[config.mk]
export PLATFORM = sky130hd
export DESIGN_NAME = demux1_8_deser_flat
export DESIGN_NICKNAME = d
export VERILOG_FILES = /design/src/rtl/demux1_8_deser_if.sv /design/src/rtl/demux1_8_deser.sv /design/src/flat_wrapper.sv
export SDC_FILE = /design/constraint.sdc
export NUM_CORES = 1
export LEC_CHECK = 0
export CORE_ASPECT_RATIO = 1.2
export CORE_MARGIN = 2
export CORE_UTILIZATION = 36
export CTS_CLUSTER_DIAMETER = 120
export DETAILED_ROUTE_END_ITERATION = 12
export PLACE_DENSITY_LB_ADDON = 0.05
export SKIP_LAST_GASP = 1
export SLEW_MARGIN = 20
export SYNTH_ARGS = -nofsm -noshare
export SYNTH_HDL_FRONTEND = slang
export SYNTH_SLANG_ARGS = --single-unit
[constraint.sdc]
create_clock -name clk -period 4 [get_ports clk]
set_input_delay 1 -clock clk [delete_from_list [all_inputs] [get_ports clk]]
set_output_delay 1 -clock clk [all_outputs]
set_load 0.03 [all_outputs]
[src/rtl/demux1_8_deser_if.sv]
// Serial-in / byte-out handshake bundle for the 1:8 deserializer.
// The master drives serial bits and consumes bytes; the slave is the deserializer.
interface demux1_8_deser_if;
  logic       D;
  logic       D_VALID;
  logic       D_READY;
  logic       SYNC;
  logic [7:0] O;
  logic       O_VALID;
  logic       O_READY;
  logic [2:0] S;

  modport master (
    output D, D_VALID, SYNC, O_READY,
    input  D_READY, O, O_VALID, S
  );

  modport slave (
    input  D, D_VALID, SYNC, O_READY,
    output D_READY, O, O_VALID, S
  );
endinterface

[src/rtl/demux1_8_deser.sv]
// 1:8 registered demultiplexer: routes serial bits into a byte buffer via a
// 3-bit select pointer and presents each completed byte on a valid/ready port.
module demux1_8_deser #(
  parameter bit MSB_FIRST = 1'b0
) (
  input logic               clk,
  input logic               rst,
  demux1_8_deser_if.slave   bus
);

  logic [7:0] buf_p0;
  logic [2:0] ptr_p0;
  logic [7:0] o_p1;
  logic       vld_p1;

  logic       accept;
  logic       complete;
  logic [2:0] pos;
  logic [7:0] buf_next;

  // Only the completing bit can be held off by a pending, unconsumed byte.
  assign bus.D_READY = !bus.SYNC && ((ptr_p0 != 3'd7) || !vld_p1 || bus.O_READY);
  assign accept      = bus.D_VALID && bus.D_READY;
  assign complete    = accept && (ptr_p0 == 3'd7);
  assign pos         = MSB_FIRST ? (3'd7 - ptr_p0) : ptr_p0;

  always_comb begin
    buf_next      = buf_p0;
    buf_next[pos] = bus.D;
  end

  // Stage p0 collects bits; stage p1 holds the finished byte for the consumer.
  always_ff @(posedge clk) begin
    if (rst) begin
      buf_p0 <= 8'h00;
      ptr_p0 <= 3'd0;
      o_p1   <= 8'h00;
      vld_p1 <= 1'b0;
    end else begin
      if (vld_p1 && bus.O_READY)
        vld_p1 <= 1'b0;

      if (bus.SYNC) begin
        buf_p0 <= 8'h00;
        ptr_p0 <= 3'd0;
      end else if (complete) begin
        // A completion on the same edge as a consume overrides the clear above.
        o_p1   <= buf_next;
        vld_p1 <= 1'b1;
        buf_p0 <= 8'h00;
        ptr_p0 <= 3'd0;
      end else if (accept) begin
        buf_p0 <= buf_next;
        ptr_p0 <= ptr_p0 + 3'd1;
      end
    end
  end

  assign bus.O       = o_p1;
  assign bus.O_VALID = vld_p1;
  assign bus.S       = ptr_p0;

endmodule

[src/flat_wrapper.sv]
// flat-port wrapper written by rule: the top's interface ports become plain ports
module demux1_8_deser_flat 
#(
  parameter bit MSB_FIRST = 1'b0
)
  (clk, rst, bus_D, bus_D_VALID, bus_SYNC, bus_O_READY, bus_D_READY, bus_O, bus_O_VALID, bus_S);
  demux1_8_deser_if bus_i ();
  input logic clk;
  input logic rst;
  input wire logic [$bits(bus_i.D)-1:0] bus_D;
  input wire logic [$bits(bus_i.D_VALID)-1:0] bus_D_VALID;
  input wire logic [$bits(bus_i.SYNC)-1:0] bus_SYNC;
  input wire logic [$bits(bus_i.O_READY)-1:0] bus_O_READY;
  output wire logic [$bits(bus_i.D_READY)-1:0] bus_D_READY;
  output wire logic [$bits(bus_i.O)-1:0] bus_O;
  output wire logic [$bits(bus_i.O_VALID)-1:0] bus_O_VALID;
  output wire logic [$bits(bus_i.S)-1:0] bus_S;
  assign bus_i.D = bus_D;
  assign bus_i.D_VALID = bus_D_VALID;
  assign bus_i.SYNC = bus_SYNC;
  assign bus_i.O_READY = bus_O_READY;
  assign bus_D_READY = bus_i.D_READY;
  assign bus_O = bus_i.O;
  assign bus_O_VALID = bus_i.O_VALID;
  assign bus_S = bus_i.S;
  demux1_8_deser #(.MSB_FIRST(MSB_FIRST)) u_core (.clk(clk), .rst(rst), .bus(bus_i));
endmodule
==> metrics <==
status finished, final reports clean; Setup Skew 0.004648 ns; fin. max-slew vios 0; Vias 847; DRC violation count after routing 0; Final ANT Viol Nets 0; Max Cap Viol 0; core box area 2733 um^2; total track usage 15.63%; Slew headroom 48.88%; worst vdd ir 0.0001270 V; Via-to-Cell Ratio 5.723; Post-Route Utilization 44.73%; Die X 52.59 um; TritonCTS Sinks 20; TritonCTS clock tree done; Worst setup SP type input port; Clock transition at path regs 0.12 ns; Final setup viols 0; clock latency on the worst-skew pair 0.29 ns; Area Growth Syn to Fin 19.88%; leakage 0.4145 nW; filler cell count 282; first-pass GRT wire length 3905 um; Max Used Layer met4; PortBufs 18; Avg WL per Cell 16.41 um; sequential fraction of the synthesis area 39.26%; # diodes 0; Synth top area share 39.26%; io pins 19; M1 WL 1203 um; Final TNS setup 0 ns; vias in the first global route 759; Yosys cell types 25; PwrDens 293.1 nW/um^2; main flop type after synthesis dfxtp_1; Mean Syn Cell Area 10.10 um^2; Initial Utilization 37.32%; gr ovfl total 0; cell accounting for the most synthesized area dfxtp_1; fin crit share 87.61%; Synth Instances 101; Least-Margin Pin Slew 0.7653 ns; Ys Warns 0; hpwl dp 1640 um; Post-synth ARST share 0%; most numerous cell in the Yosys netlist dfxtp_1; setup bufs post-CTS 0; min Tclk post-route 3.504 ns; Final nets 123; Critical Path End Type output port; Placer Congestion 0.7181; CP Data Required Time 3.00 ns; CTS resizes 0; critical-path maximum fanout 6; HP Class flop to flop; largest cells by area after synthesis dfxtp_1 39%, a211oi_2 8.6%, mux2i_1 7.9%, a211oi_1 6.6%, a21oi_1 5.4%; layout cells sized above 1 17.54%; initial antenna violation count 0; Arrival @ worst endpoint 2.50 ns; Max clock buf depth 2; largest net degree at the start of global routing 14; CTS H-Tree Depth 1; setup repair after global routing missed its margin false; achievable frequency 285.4 MHz; syn nets 109; DR WL met2 1156 um; Iteration-0 DRC Markers 12; Seq cells post-synth 20; EDFF count, synth 0; final hold viol count 0; Setup CP Type input port to output port; hold-fix buffers at CTS 0; WL final 2429 um; top cells by count, synth 20 x dfxtp_1, 11 x a21oi_1, 9 x a211oi_1, 8 x a31oi_1, 8 x mux2i_1; Rows 21; First-pass DRT Iterations 4; Synth Cell Area 1020 um^2; die height 62.30 um; CTS Buf Count 3; root buffer cell clkbuf_4; Die Area 3276 um^2; met3 WL post-DR 49 um
cell usage in the layout (no fill, tap or decap), types with 2 or more instances in the layout:
| cell | n |
|---|---|
| dfxtp_1 | 20 |
| clkdlybuf4s50_1 | 18 |
| a21oi_1 | 11 |
| a211oi_1 | 9 |
| mux2i_1 | 8 |
| a31oi_1 | 8 |
| a211oi_2 | 7 |
| nand3_1 | 4 |
| nand3b_1 | 4 |
| nor3b_2 | 3 |
| o21ai_0 | 3 |
| clkbuf_4 | 3 |
| nand2b_1 | 2 |
| ha_1 | 2 |
| buf_4 | 2 |
critical path, stage by stage:
cell	delay, ns
clkdlybuf4s50_1	0.48
and3b_2	0.25
nor2_1	0.09
clkdlybuf4s50_1	0.67
where the power goes:
group | total [mW] | internal, mW | switching [mW]
registers | 0.204 | 0.202 | 0.00251
clock network | 0.118 | 0.0554 | 0.0630
logic | 0.0354 | 0.0145 | 0.0209
total | 0.358 | 0.272 | 0.0864
logic make-up after synthesis:
family                     after synthesis  share of synthesized area, %
muxes                                    8                         7.853
and+or+nand+nor                         20                         14.60
buffers and inverters                   11                         6.994
DFF                                     20                         39.26
adders and majority gates                2                         2.454
AOI/OAI and AO/OA                       40                         28.83
area by class of cell:
class	count	area, um^2	area share, %
Multi-Input combinational cell	70	548.0	44.83
Sequential cell	20	400.4	32.75
Tap cell	34	42.54	3.480
Timing Repair Buffer	20	195.2	15.97
Clock buffer	4	36.28	2.968
registers in the layout, summed over array words and instances, names as in the netlist:
signal / cells
u_core.bus.S: 3
u_core.bus.O: 8
u_core.buf_p0: 8
u_core.bus.O_VALID: 1
per-stage QoR:
| step | total power [mW] | instance area, um^2 | hold slack (ns) | setup WS (ns) | std cells |
|---|---|---|---|---|---|
| 2_1_floorplan | 0.2342 | 1020 | 0.4901 | 1.367 | 101 |
| 5_1_grt | 0.3758 | 1222 | 0.5689 | 0.4347 | 148 |
| 4_1_cts | 0.3645 | 1222 | 0.5264 | 0.5068 | 148 |
| 3_3_place_gp | 0.2441 | 1186 | 0.5022 | 0.5272 | 144 |
| 3_5_place_dp | 0.2448 | 1186 | 0.5128 | 0.5157 | 144 |
| 6_report | 0.3583 | 1222 | 0.5210 | 0.4956 | 148 |
metal layers:
| layer | global-route usage [%] | vias to the layer above |
|---|---|---|
| met3 | 2.163 | 2 |
| met2 | 23.59 | 11 |
| met1 | 23.19 | 421 |
| met5 | 0 | - |
| met4 | 3.846 | 0 |
| li1 | - | 413 |
final timing paths:
check	from	to	slack, ns	cells after the start
hold reg to reg	u_core.buf_p0[7]	u_core.buf_p0[7]	0.52	2
setup / recovery	bus_O_READY	bus_D_READY	0.50	4
hold / removal	u_core.buf_p0[7]	u_core.buf_p0[7]	0.52	2
setup reg to reg	u_core.bus.S[0]	u_core.buf_p0[7]	1.95	6
No activity file was read; power rests on OpenSTA's default activity.
==> patch 1: new RTL, same settings <==
Make the reset (`rst`) asynchronous in one clocked block.
--- a/src/rtl/demux1_8_deser.sv
+++ b/src/rtl/demux1_8_deser.sv
@@ -30,7 +30,7 @@
   end
 
   // Stage p0 collects bits; stage p1 holds the finished byte for the consumer.
-  always_ff @(posedge clk) begin
+  always_ff @(posedge clk or posedge rst) begin
     if (rst) begin
       buf_p0 <= 8'h00;
       ptr_p0 <= 3'd0;
Formal check against the unedited RTL: differs if rst is asserted again (counterexample within 4 cycles, from zero or initial values and one cycle with rst high); with rst held inactive, the same outputs for 10 cycles.
==> patch 1 against the original RTL <==
- synthesized area is 0.49% higher
- power is 18% higher
- hold slack worse by 0.015 ns
- synthesized cell count is 23% lower
- highest routed layer unchanged
- critical endpoint unchanged
- sequential cell count stayed put
- worst setup slack better by 0.034 ns
- die area is 0.46% higher
- routed wire length is 22% lower
- final area is 2.7% higher
==> patch 1: results (changes against the original RTL) <==
Run status
  – Status: completed (unchanged)

Pwr
  – P_sw: 94.2 uW (was 86.4 uW)
  – Leakage: 0.000604 uW (was 0.000414 uW)
  – VDD IR-drop max: 0.000192 V (was 0.000127 V)

Global route
  – Initial antenna violation count: 0 (unchanged)
  – First-pass GRT wire length: 3.35 mm (was 3.91 mm)
  – Number of global-route vias before repair: 669 (was 759)
  – Pin count of the biggest net entering global routing: 21 (was 14)
  – Tot GR Track Use: 13.7% (was 15.6%)

Timing
  – Tmin final: 3.47 ns (was 3.50 ns)
  – Worst Skew: 0.00668 ns (was 0.00465 ns)
  – Rel. slew slack: 48.5% (was 48.9%)
  – Final hold slack: 0.506 ns (was 0.521 ns)

Setup path
  – RR Endpoint: u_core.bus.S[0] (was u_core.buf_p0[7])
  – WP data arrival: 2.47 ns (was 2.50 ns)
  – Reg2reg setup slack: 2.02 ns (was 1.95 ns)
  – RR Startpoint: u_core.bus.S[1] (was u_core.bus.S[0])
  – Worst Reg2Reg Path Length in Cells: 5 (was 6)
  – Setup crit end: bus_D_READY (unchanged)
  – CP Max Fanout: 4 (was 6)

Placed design
  – Pre-CTS setup slack: 0.532 ns (was 0.516 ns)
  – Post-DP Area: 1200 um^2 (was 1190 um^2)
  – HPWL after DPL: 1.27 mm (was 1.64 mm)
  – Placer Congestion: 0.721 (was 0.718)
  – # port buffers: 18 (unchanged)
  – Placed cell count: 126 (was 144)

Worst hold path
  – WHS Endpoint: u_core.buf_p0[5] (was u_core.buf_p0[7])
  – Hold path startpoint: u_core.buf_p0[5] (was u_core.buf_p0[7])
  – Hold depth: 1 (was 2)

Detailed routing
  – Routed via count: 651 (was 847)
  – Total Wirelength: 1.90 mm (was 2.43 mm)
  – Avg WL per Cell: 14.6 um (was 16.4 um)
  – Initial DRT Pass Iterations: 3 (was 4)

Yosys
  – Syn Nets: 86 (was 109)
  – Post-synth top cells: 20 x dfrtp_1, 8 x mux2i_1, 7 x mux2_4 (was 20 x dfxtp_1, 11 x a21oi_1, 9 x a211oi_1)
  – Unique masters post-synth: 23 (was 25)
  – Ys async rst share: 100% (was 0%)
  – Synth Area per Inst: 13.1 um^2 (was 10.1 um^2)
  – Top post-synthesis cells by area: dfrtp_1 49%, mux2_4 10%, mux2i_1 7.8% (was dfxtp_1 39%, a211oi_2 8.6%, mux2i_1 7.9%)
  – Register area share after synthesis: 48.8% (was 39.3%)

Finish
  – Fraction of final layout cells sized beyond drive strength 1: 17.7% (was 17.5%)
  – Final net count: 105 (was 123)

Clocking
  – Htree depth: 1 (unchanged)
==> patch 1: cell types whose count changed in the layout (fill, tap and decap cells not counted), sizes merged, moves of 3 or more <==
| cell | change |
|---|---|
| a31oi | -8 |
| a211oi | -16 |
| a22o | +5 |
| o2bb2ai | +4 |
| mux2 | +9 |
| o21ai | -3 |
| dfrtp | +20 |
| a21oi | -10 |
| dfxtp | -20 |
| inv | +6 |
==> patch 1: per-layer routing <==
metal | global-route usage, % | vias to the layer above | wire length, um
li1 | - | 320 | -
met1 | 20.0 | 318 | 913
met2 | 19.4 | 9 | 924
met3 | 2.87 | 4 | 39
met4 | 5.77 | 0 | 23
met5 | 0 | - | 0
==> patch 1: critical path: stages <==
cell and delay (ns):
clkdlybuf4s50_1 0.46, nand3b_1 0.19, nor2b_1 0.15, clkdlybuf4s50_1 0.67
==> patch 1: power groups by stage <==
| stage | registers, uW | logic [uW] | clock network, uW |
|---|---|---|---|
| 2_1_floorplan | 216 | 29.0 | 0 |
| 3_3_place_gp | 217 | 43.1 | 0 |
| 3_5_place_dp | 217 | 43.5 | 0 |
| 4_1_cts | 213 | 43.6 | 173 |
| 5_1_grt | 214 | 46.8 | 181 |
| 6_report | 213 | 42.7 | 166 |
==> patch 1: cells by family after synthesis <==
kind of cell    after synthesis  synth area share [%]
compound gates               12                  10.0
fa+ha+maj                     2                  2.44
buf+inv                      10                  6.59
flops                        20                  48.8
mux                          17                  20.3
simple gates                 17                  11.8
==> patch 1: area by class of cell <==
type,count,area (um^2)
tap,34,42.5
clock inverter,1,30.0
timing repair buffer,18,180
inverter,6,22.5
fill,267,1500
clock buffer,3,22.5
multi-input combinational,48,457
sequential,20,500
==> patch 2: new RTL, same flow settings <==
Without the edit above. `MSB_FIRST` is set to 1'b0 in 2 places; all go to 1'b1.
--- a/src/rtl/demux1_8_deser.sv
+++ b/src/rtl/demux1_8_deser.sv
@@ -1,7 +1,7 @@
 // 1:8 registered demultiplexer: routes serial bits into a byte buffer via a
 // 3-bit select pointer and presents each completed byte on a valid/ready port.
 module demux1_8_deser #(
-  parameter bit MSB_FIRST = 1'b0
+  parameter bit MSB_FIRST = 1'b1
 ) (
   input logic               clk,
   input logic               rst,
--- a/src/flat_wrapper.sv
+++ b/src/flat_wrapper.sv
@@ -1,7 +1,7 @@
 // flat-port wrapper written by rule: the top's interface ports become plain ports
 module demux1_8_deser_flat 
 #(
-  parameter bit MSB_FIRST = 1'b0
+  parameter bit MSB_FIRST = 1'b1
 )
   (clk, rst, bus_D, bus_D_VALID, bus_SYNC, bus_O_READY, bus_D_READY, bus_O, bus_O_VALID, bus_S);
   demux1_8_deser_if bus_i ();
Function: changed (Yosys sat finds a counterexample within 10 cycles, from zero or initial values and one cycle with rst high).
==> patch 2 against the original RTL <==
- via count is 2.0% lower
- power is 0.40% lower
- final cell count increased by 2.0%
- synthesized cell count increased by 3.0%
- routed wire length down 1.2%
- synthesized area grew 3.4%
- sequential power barely moved
- fmax grew 0.43%
- combinational power is essentially flat
- worst setup slack gained 0.015 ns
- largest cell class unchanged
- utilization is 0.13 points lower
- sequential cell count unchanged
- final area increased by 1.6%
==> patch 2: results (changes against the original RTL) <==
Placed design
  – Post-DP Area: 1210 um^2 (was 1190 um^2)
  – Placer Congestion: 0.698 (was 0.718)
  – Placed cell count: 147 (was 144)
  – HPWL after DPL: 1.63 mm (was 1.64 mm)
  – Pre-CTS setup slack: 0.516 ns (about the same)

Yosys
  – Post-synth top cells: 20 x dfxtp_1, 12 x a21oi_1, 10 x a211oi_1 (was 20 x dfxtp_1, 11 x a21oi_1, 9 x a211oi_1)
  – Register area share after synthesis: 38.0% (was 39.3%)
  – Top post-synthesis cells by area: dfxtp_1 38%, mux2i_1 7.6%, a211oi_1 7.1% (was dfxtp_1 39%, a211oi_2 8.6%, mux2i_1 7.9%)
  – Post-Synth Adder-Cell Area: 2.37% (was 2.45%)
  – Unique masters post-synth: 29 (was 25)
  – Multiplexer area fraction after synthesis: 7.59% (was 7.85%)

Finish
  – Multi-In Gates: 74 (was 70)
  – FF+latch count: 20 (unchanged)
  – Non-clk invs: 1 (was 0)
  – Fraction of final layout cells sized beyond drive strength 1: 17.9% (was 17.5%)
  – Final net count: 126 (was 123)
  – NonClk Buf Share: 14.5% (was 16.0%)
  – Fin cells: 151 (was 148)
  – Area occupied by multi-input gates: 579 um^2 (was 548 um^2)
  – Fraction of area in registers: 32.2% (was 32.8%)
  – Nonclk buf count: 18 (was 20)

Detailed routing
  – Starting DRT DRC Count: 14 (was 12)
  – Avg WL per Cell: 15.9 um (was 16.4 um)

Pwr
  – Leakage: 0.000418 uW (was 0.000414 uW)
  – VDD IR-drop max: 0.000213 V (was 0.000127 V)

Setup path
  – RR Endpoint: u_core.buf_p0[5] (was u_core.buf_p0[7])
  – Worst Reg2Reg Path Length in Cells: 5 (was 6)
  – Reg2reg setup slack: 2.11 ns (was 1.95 ns)

Timing
  – Final hold slack: 0.531 ns (was 0.521 ns)
  – Worst Skew: 0.00182 ns (was 0.00465 ns)

Worst hold path
  – WHS Endpoint: u_core.buf_p0[6] (was u_core.buf_p0[7])
  – Hold path startpoint: u_core.buf_p0[6] (was u_core.buf_p0[7])

Global route
  – First-pass GRT wire length: 4.06 mm (was 3.91 mm)
  – Number of global-route vias before repair: 845 (was 759)

Run status
  – Status: completed (unchanged)
==> patch 2: worst max-delay path by stage <==
| stage | start | to | slack, ns | cells past startpoint |
|---|---|---|---|---|
| after floorplan | bus_O_READY | bus_D_READY | 1.39 | 2 |
| after global placement | bus_O_READY | bus_D_READY | 0.53 | 4 |
| after detailed placement | bus_O_READY | bus_D_READY | 0.52 | 4 |
| after CTS | bus_O_READY | bus_D_READY | 0.51 | 4 |
| after global routing | bus_O_READY | bus_D_READY | 0.43 | 4 |
| final | bus_O_READY | bus_D_READY | 0.51 | 4 |
==> patch 2: per-layer routing <==
layer	GRT usage (%)	up-vias	share of wire [%]
met4	4.81	0	0.75
li1	-	418	-
met2	25.3	14	48
met1	22.2	396	48
met5	0	-	0
met3	2.84	2	3.2
==> patch 2: power breakdown <==
group          switching, uW  internal (uW)
clock                   61.4           55.4
sequential              2.50            202
combinational           21.0           14.5
